$ cat config.mk
export PLATFORM = sky130hd
export DESIGN_NAME = atp_pay_sequencer
export DESIGN_NICKNAME = d
export VERILOG_FILES = /design/src/rtl/atp_pay_sequencer.sv
export SDC_FILE = /design/constraint.sdc
export NUM_CORES = 1
export LEC_CHECK = 0
export ABC_AREA = 1
export BUFFER_PORTS_ARGS = -buffer_cell sky130_fd_sc_hd__buf_2
export CORE_MARGIN = 5
export CORE_UTILIZATION = 25
export DETAILED_ROUTE_END_ITERATION = 8
export GPL_ROUTABILITY_DRIVEN = 0
export PLACE_DENSITY_LB_ADDON = 0.12
export SKIP_LAST_GASP = 1
export SYNTH_ARGS = -nofsm -noshare
export SYNTH_HDL_FRONTEND = slang
export SYNTH_SLANG_ARGS = --single-unit
export TNS_END_PERCENT = 30
$ cat constraint.sdc
create_clock -name i_clk -period 3.7 [get_ports i_clk]
set_input_delay 0.185 -clock i_clk [delete_from_list [all_inputs] [get_ports i_clk]]
set_output_delay 0.185 -clock i_clk [all_outputs]
set_load 0.02 [all_outputs]
$ cat src/rtl/atp_pay_sequencer.sv
// Session sequencer for the ATP bill-payment kiosk: auth, bill fetch, charges, method, tender, commit, receipt.
// Latency: one clock per state transition; every output is registered (visible the cycle after the deciding edge).
// Backpressure: none; the front end holds each *_valid one cycle and may retry; wait states time out.
//
// Ports
//   i_clk, i_rst_n        clock (rising edge) and asynchronous active-low reset
//   i_exit                customer abort; honoured in VALIDATE..OLD_BALANCE, ignored while committing
//   i_start, i_consumer_num  session start; consumer number latched when the start is accepted
//   i_auth_valid, i_auth_hash, i_ref_hash  scanned hash and stored hash for the latched consumer
//   i_bill_amt            outstanding bill, sampled in BILL_PAYMENT
//   i_method_valid, i_pay_method  payment method (0 cash, 1 cheque/DD)
//   i_tender_valid, i_tender_amt  amount tendered
//   o_state               current FSM state encoding
//   o_cons_id, o_charges, o_balance  session data; held after a completed session
//   o_error               one-cycle pulse on any rejected action, timeout or bill of zero
//   o_locked              sticky lockout after MAX_TRIES consecutive hash mismatches
//   o_txn_commit          one-cycle pulse, high while in TRANSACTION
//   o_receipt_valid       one-cycle pulse, high while in RECEIPT

module atp_pay_sequencer #(
    parameter int AMT_W       = 11,
    parameter int HASH_W      = 8,
    parameter int MAX_TRIES   = 3,
    parameter int TIMEOUT_CYC = 255,
    parameter int FEE_CHEQUE  = 5
) (
    input  logic              i_clk,
    input  logic              i_rst_n,
    input  logic              i_exit,
    input  logic              i_start,
    input  logic [3:0]        i_consumer_num,
    input  logic              i_auth_valid,
    input  logic [HASH_W-1:0] i_auth_hash,
    input  logic [HASH_W-1:0] i_ref_hash,
    input  logic [AMT_W-1:0]  i_bill_amt,
    input  logic              i_method_valid,
    input  logic              i_pay_method,
    input  logic              i_tender_valid,
    input  logic [AMT_W-1:0]  i_tender_amt,
    output logic [2:0]        o_state,
    output logic [3:0]        o_cons_id,
    output logic [AMT_W-1:0]  o_charges,
    output logic [AMT_W-1:0]  o_balance,
    output logic              o_error,
    output logic              o_locked,
    output logic              o_txn_commit,
    output logic              o_receipt_valid
);

    localparam int TRY_W = $clog2(MAX_TRIES + 1);
    localparam int TMO_W = $clog2(TIMEOUT_CYC + 1);

    localparam logic [TRY_W-1:0] TRY_LAST = TRY_W'(MAX_TRIES - 1);
    localparam logic [TMO_W-1:0] TMO_LAST = TMO_W'(TIMEOUT_CYC - 1);
    localparam logic [AMT_W:0]   FEE_EXT  = (AMT_W + 1)'(FEE_CHEQUE);

    typedef enum logic [2:0] {
        ST_INPUT_METHOD   = 3'b000,
        ST_VALIDATE       = 3'b001,
        ST_BILL_PAYMENT   = 3'b010,
        ST_CHARGES        = 3'b011,
        ST_PAYMENT_METHOD = 3'b100,
        ST_OLD_BALANCE    = 3'b101,
        ST_TRANSACTION    = 3'b110,
        ST_RECEIPT        = 3'b111
    } state_t;

    // ------------------------------------------------------------------
    // State and output registers
    // ------------------------------------------------------------------
    state_t             r_state;
    logic [TRY_W-1:0]   r_tries;
    logic [TMO_W-1:0]   r_tmo;
    logic [AMT_W-1:0]   r_bill;
    logic [3:0]         r_cons_id;
    logic [AMT_W-1:0]   r_charges;
    logic [AMT_W-1:0]   r_balance;
    logic               r_error;
    logic               r_locked;
    logic               r_txn_commit;
    logic               r_receipt_valid;

    // Next-state values
    state_t             w_state;
    logic [TRY_W-1:0]   w_tries;
    logic [TMO_W-1:0]   w_tmo;
    logic [AMT_W-1:0]   w_bill;
    logic [3:0]         w_cons_id;
    logic [AMT_W-1:0]   w_charges;
    logic [AMT_W-1:0]   w_balance;
    logic               w_error;
    logic               w_locked;
    logic               w_txn_commit;
    logic               w_receipt_valid;
    logic               w_abort;

    // Helper terms
    logic               w_any_valid;
    logic               w_wait_state;
    logic               w_tmo_hit;
    logic               w_hash_match;
    logic [AMT_W:0]     w_fee_sum;
    logic [AMT_W-1:0]   w_charges_fee;
    logic               w_tender_bad;

    assign w_any_valid  = i_auth_valid | i_method_valid | i_tender_valid;
    assign w_wait_state = (r_state == ST_VALIDATE) ||
                          (r_state == ST_PAYMENT_METHOD) ||
                          (r_state == ST_OLD_BALANCE);
    // The idle counter holds the number of completed idle cycles in this
    // state, so the TIMEOUT_CYC-th consecutive idle cycle is the one that fires.
    assign w_tmo_hit    = w_wait_state && !w_any_valid && (r_tmo == TMO_LAST);
    assign w_hash_match = (i_auth_hash == i_ref_hash);

    // Cheque surcharge computed one bit wider so overflow can saturate.
    assign w_fee_sum     = {1'b0, r_charges} + FEE_EXT;
    assign w_charges_fee = w_fee_sum[AMT_W] ? {AMT_W{1'b1}} : w_fee_sum[AMT_W-1:0];

    assign w_tender_bad  = (i_tender_amt == '0) || (i_tender_amt > r_charges);

    // ------------------------------------------------------------------
    // Next-state and output decode
    // ------------------------------------------------------------------
    always_comb begin
        w_state         = r_state;
        w_tries         = r_tries;
        w_bill          = r_bill;
        w_cons_id       = r_cons_id;
        w_charges       = r_charges;
        w_balance       = r_balance;
        w_error         = 1'b0;
        w_locked        = r_locked;
        w_txn_commit    = 1'b0;
        w_receipt_valid = 1'b0;
        w_abort         = 1'b0;

        unique case (r_state)
            ST_INPUT_METHOD: begin
                if (i_start) begin
                    if (r_locked) begin
                        w_error = 1'b1;
                    end else if (!i_exit) begin
                        w_state   = ST_VALIDATE;
                        w_cons_id = i_consumer_num;
                        w_charges = '0;
                        w_balance = '0;
                    end
                end
            end

            ST_VALIDATE: begin
                if (i_exit) begin
                    w_abort = 1'b1;
                end else if (i_auth_valid) begin
                    if (w_hash_match) begin
                        w_state = ST_BILL_PAYMENT;
                        w_tries = '0;
                    end else begin
                        w_error = 1'b1;
                        w_tries = r_tries + 1'b1;
                        if (r_tries == TRY_LAST) begin
                            w_locked = 1'b1;
                            w_abort  = 1'b1;
                        end
                    end
                end else if (w_tmo_hit) begin
                    w_error = 1'b1;
                    w_abort = 1'b1;
                end
            end

            ST_BILL_PAYMENT: begin
                if (i_exit) begin
                    w_abort = 1'b1;
                end else if (i_bill_amt == '0) begin
                    w_error = 1'b1;
                    w_abort = 1'b1;
                end else begin
                    w_bill  = i_bill_amt;
                    w_state = ST_CHARGES;
                end
            end

            ST_CHARGES: begin
                if (i_exit) begin
                    w_abort = 1'b1;
                end else begin
                    w_charges = r_bill;
                    w_state   = ST_PAYMENT_METHOD;
                end
            end

            ST_PAYMENT_METHOD: begin
                if (i_exit) begin
                    w_abort = 1'b1;
                end else if (i_method_valid) begin
                    if (i_pay_method) begin
                        w_charges = w_charges_fee;
                    end
                    w_state = ST_OLD_BALANCE;
                end else if (w_tmo_hit) begin
                    w_error = 1'b1;
                    w_abort = 1'b1;
                end
            end

            ST_OLD_BALANCE: begin
                if (i_exit) begin
                    w_abort = 1'b1;
                end else if (i_tender_valid) begin
                    if (w_tender_bad) begin
                        w_error = 1'b1;
                    end else begin
                        w_balance    = r_charges - i_tender_amt;
                        w_state      = ST_TRANSACTION;
                        // Registered so the pulse coincides with TRANSACTION.
                        w_txn_commit = 1'b1;
                    end
                end else if (w_tmo_hit) begin
                    w_error = 1'b1;
                    w_abort = 1'b1;
                end
            end

            // Commit and receipt are atomic: exit is not looked at here.
            ST_TRANSACTION: begin
                w_state         = ST_RECEIPT;
                w_receipt_valid = 1'b1;
            end

            ST_RECEIPT: begin
                w_state = ST_INPUT_METHOD;
            end

            default: begin
                w_state = ST_INPUT_METHOD;
            end
        endcase

        // Any return to idle other than through RECEIPT discards the session.
        if (w_abort) begin
            w_state   = ST_INPUT_METHOD;
            w_cons_id = '0;
            w_charges = '0;
            w_balance = '0;
            w_bill    = '0;
        end
    end

    // Idle counter: restarts on entry to a state and on any valid.
    always_comb begin
        w_tmo = '0;
        if (w_wait_state && (w_state == r_state) && !w_any_valid) begin
            w_tmo = r_tmo + 1'b1;
        end
    end

    always_ff @(posedge i_clk or negedge i_rst_n) begin
        if (!i_rst_n) begin
            r_state         <= ST_INPUT_METHOD;
            r_tries         <= '0;
            r_tmo           <= '0;
            r_bill          <= '0;
            r_cons_id       <= '0;
            r_charges       <= '0;
            r_balance       <= '0;
            r_error         <= 1'b0;
            r_locked        <= 1'b0;
            r_txn_commit    <= 1'b0;
            r_receipt_valid <= 1'b0;
        end else begin
            r_state         <= w_state;
            r_tries         <= w_tries;
            r_tmo           <= w_tmo;
            r_bill          <= w_bill;
            r_cons_id       <= w_cons_id;
            r_charges       <= w_charges;
            r_balance       <= w_balance;
            r_error         <= w_error;
            r_locked        <= w_locked;
            r_txn_commit    <= w_txn_commit;
            r_receipt_valid <= w_receipt_valid;
        end
    end

    assign o_state         = r_state;
    assign o_cons_id       = r_cons_id;
    assign o_charges       = r_charges;
    assign o_balance       = r_balance;
    assign o_error         = r_error;
    assign o_locked        = r_locked;
    assign o_txn_commit    = r_txn_commit;
    assign o_receipt_valid = r_receipt_valid;

endmodule

==> results.toml <==
[placement]
buffer_ports.inserted = 82
dp_worst_setup_slack_ns = 0.9433
detailedPlacementHpwl_um = 8217
placed_cells = 763
dpl_cell_area_mm2 = 0.004179

[clocking]
htree_levels = 2
ctsHoldBuffers = 0
clock_tree.buffer_depth = 2
cts_tree = "built"
cts_root_buffer = "sky130_fd_sc_hd__clkbuf_16"
clkTransAtPathRegs_ns = 0.07
tritoncts_num_sinks = 54
cts_repair_resize_count = 0
post_cts_setup_buffers = 0
worstSkewPairLatency_ns = 0.30
numCtsBuffers = 5

[synth]
asyncSetResetFlopFracSynth_pct = 100.0
post_synth_instance_area_mm2 = 0.003600
netlist_top_cells_area = "sky130_fd_sc_hd__dfrtp_1 (38%), sky130_fd_sc_hd__nand2_1 (15%), sky130_fd_sc_hd__inv_1 (8.9%), sky130_fd_sc_hd__nand3_1 (6.1%), sky130_fd_sc_hd__ha_1 (5.2%)"
yosys_warnings = 0
register_area_share_after_synthesis_pct = 37.54
synth_top_cells_by_count = "sky130_fd_sc_hd__nand2_1 (144), sky130_fd_sc_hd__inv_1 (85), sky130_fd_sc_hd__dfrtp_1 (54)"
ys_dominant_reg_cell = "sky130_fd_sc_hd__dfrtp_1"
syn_area_per_cell_um2 = 7.086
synth_enable_flop_cells = 0
netlist-cell-type-count = 31
synthDominantCellAreaShare_pct = 37.54
synth.area.mux_share_pct = 0
post-synth-top-count-cell = "sky130_fd_sc_hd__nand2_1"
synth.net_count = 574
post_synth_and_or_nand_nor_area_fraction_pct = 29.58
postSynthCellCount = 508
synth_top_family_by_area = "simple AND/OR/NAND/NOR gates"
synthAdderAreaFrac_pct = 5.770
synth_top_area_cell = "sky130_fd_sc_hd__dfrtp_1"
synthXorXnorAreaFrac_pct = 4.380
yosys_register_bits = 54
synth_compound_gate_area_share_pct = 11.51

[critical_path]
worst_setup_path_end_kind = "flop"
most_common_cell_type_on_the_critical_path = "sky130_fd_sc_hd__nand2_1"
timing.setup.critical_path_class = "flop to flop"
critical_path_required_ns = 3.93
path_cells = "inv_1 -> nand2_1 -> nor2_2 -> inv_1 -> nand3_1 -> a21oi_1 -> nand3_1 -> nand2_1 -> nand2_2 -> nand2_1 -> o21ai_1 -> nand2_1 -> nand2_1"
worst_setup_path_start_kind = "flop"
path_max_fanout = 22
timing.critical_path.slowest_cell_delay_ns = 0.64
worst_path_max_delay_cell = "sky130_fd_sc_hd__o21ai_1"
cp_data_arrival_time_ns = 2.95
reg2reg_slack_ns = 0.98

[power]
power.static_leakage_nw = 2.363
power_per_cell_area_mw_per_mm2 = 416.0
worst_ir_drop_vdd_v = 0.0001713

[sta]
final.setup.tns_ns = 0
setup_viol = 0
max_slew_margin_pct = 42.43
setup_ws_ns = 0.9780
hold_viol_final = 0
finalClockSkew_ns = 0.008589
worst_slew_pin_slew_ns = 0.8635
fin_crit_ns = 2.722
drv_slew = 0
period_share_pct = 73.57
rsz0062_at_grt = "false"
fmax_mhz = 367.4

[final_layout]
area_growth_syn_to_layout_pct = 19.88
final_nets = 656
finalNonFillerCells = 770
drive_gt1_share_pct = 18.31
post-route-util_pct = 30.85
antenna_cells = 0
final_design_area_no_fill_mm2 = 0.004315

[route]
detail_route.drc_violations = 0
num_vias = 3361
route.antenna.remaining_nets = 0
number_of_drc_markers_in_iteration_0 = 163
dr.pass1.iters = 4
post_drt_wl_per_cell_um = 13.15
drt_wl_total_um = 10130
via_per_inst = 4.365

[grt]
grt_max_degree = 38
grt.overflow.total = 0
antenna_found_initial = 0
first_global_vias = 3431
grt_pass1_wl_um = 16830
grtUsageTotal_pct = 12.51

[die]
initial_core_utilization_pct = 25.73
die-area_mm2 = 0.01690
num_io_pins = 83
die_width_um = 130.0
core.rowCount = 43
core_region_area_mm2 = 0.01399
chipHeight_um = 130.0

[job]
cap_viol_max_count = 0

[worst_hold_path]
worstHoldPathType = "input port to asynchronous set/reset pin"

[outcome]
status = "finished clean"
==> routing by layer <==
layer / track usage, % / vias to the layer above / part of all wire (%)
li1: - / 1766 / -
met5: 0 / - / 0
met4: 4.156 / 0 / 1.9
met1: 17.67 / 1513 / 51
met2: 19.11 / 73 / 42
met3: 2.538 / 9 / 5.3
==> critical path, delay by kind of cell (launching register included) <==
kind | cells | cell delay [ns]
AOI/OAI and AO/OA | 2 | 0.70
DFF | 1 | 0.46
buffers and inverters | 2 | 0.25
and+or+nand+nor | 9 | 1.24
==> cell families (layout without fill, tap and decap cells) <==
family / after synthesis / after routing
flops: 54 / 54
compound gates: 73 / 73
buf+inv: 97 / 179
xor+xnor: 18 / 18
simple gates: 250 / 250
fa+ha+maj: 16 / 16
==> area by class of cell <==
cell class | count | area, um^2
clock inverters | 1 | 7.507
repair buffers | 84 | 425.4
well taps | 180 | 225.2
flip-flops and latches | 54 | 1351
fillers | 1579 | 9673
clock buffers | 6 | 128.9
inverters | 88 | 332.8
multi-input cells | 357 | 1844
==> sequential cells by signal (all words and copies together) (netlist names) <==
signal and cells:
o_txn_commit 1, r_bill 11, r_tmo 8, o_charges 11, o_balance 11, o_receipt_valid 1, o_locked 1, o_cons_id 4
o_error 1, o_state 3, r_tries 2
==> path summary, 6_finish.rpt <==
kind | to | start | cells past startpoint
worst max-delay path | o_balance[8] | o_state[1] | 13
worst min-delay path | o_cons_id[0] | i_rst_n | 1
worst max register to register | o_balance[8] | o_state[1] | 13
worst min register to register | o_balance[9] | o_balance[9] | 2
max in group asynchronous | r_tmo[3] | i_rst_n | 2
min in group i_clk | o_cons_id[0] | i_consumer_num[0] | 3
==> layout by cell type, fill, tap and decap left out <==
cell type / synthesis / routed
sky130_fd_sc_hd__nor2_2: 4 / 4
sky130_fd_sc_hd__o22ai_1: 6 / 6
sky130_fd_sc_hd__nand3_4: 1 / 1
sky130_fd_sc_hd__ha_1: 15 / 15
sky130_fd_sc_hd__a21o_1: 3 / 3
sky130_fd_sc_hd__xnor2_1: 6 / 6
sky130_fd_sc_hd__o31ai_1: 2 / 2
sky130_fd_sc_hd__nand4_1: 4 / 4
sky130_fd_sc_hd__clkinvlp_4: 0 / 1
sky130_fd_sc_hd__nand3b_1: 1 / 1
sky130_fd_sc_hd__o21ai_1: 15 / 15
sky130_fd_sc_hd__o21ai_0: 27 / 27
sky130_fd_sc_hd__inv_1: 85 / 85
sky130_fd_sc_hd__nor3_1: 5 / 5
sky130_fd_sc_hd__dfrtp_1: 54 / 54
sky130_fd_sc_hd__xor2_1: 12 / 12
sky130_fd_sc_hd__nor2_1: 36 / 36
sky130_fd_sc_hd__or2_2: 3 / 3
sky130_fd_sc_hd__o2111ai_1: 1 / 1
sky130_fd_sc_hd__o41ai_4: 1 / 1
sky130_fd_sc_hd__inv_4: 1 / 1
sky130_fd_sc_hd__buf_2: 0 / 82
sky130_fd_sc_hd__nand3_1: 44 / 44
sky130_fd_sc_hd__clkbuf_1: 3 / 1
sky130_fd_sc_hd__a21oi_1: 16 / 16
sky130_fd_sc_hd__clkbuf_16: 0 / 5
sky130_fd_sc_hd__and2_1: 2 / 2
sky130_fd_sc_hd__buf_4: 2 / 2
sky130_fd_sc_hd__nand2_2: 6 / 6
sky130_fd_sc_hd__nand2_1: 144 / 144
sky130_fd_sc_hd__a31oi_1: 2 / 2
sky130_fd_sc_hd__fa_1: 1 / 1
sky130_fd_sc_hd__inv_2: 2 / 2
==> power breakdown <==
| part | internal [W] | leakage, nW | switching, W | total [W] |
|---|---|---|---|---|
| clock network | 0.000248 | 0.0629 | 0.000213 | 0.000461 |
| logic | 0.000186 | 1.56 | 0.000432 | 0.000618 |
| registers | 0.000667 | 0.736 | 0.0000495 | 0.000716 |
| total | 0.00110 | 2.36 | 0.000695 | 0.00180 |
==> per-stage QoR <==
stage	total power [W]	hold WS, ns
floorplan	0.001200	-0.1106
global placement	0.001358	0.3688
detailed placement	0.001360	0.3760
CTS	0.001832	0.04960
global route	0.001942	0.09966
finish	0.001795	0.005950
Power figures use the tool's default switching activity.
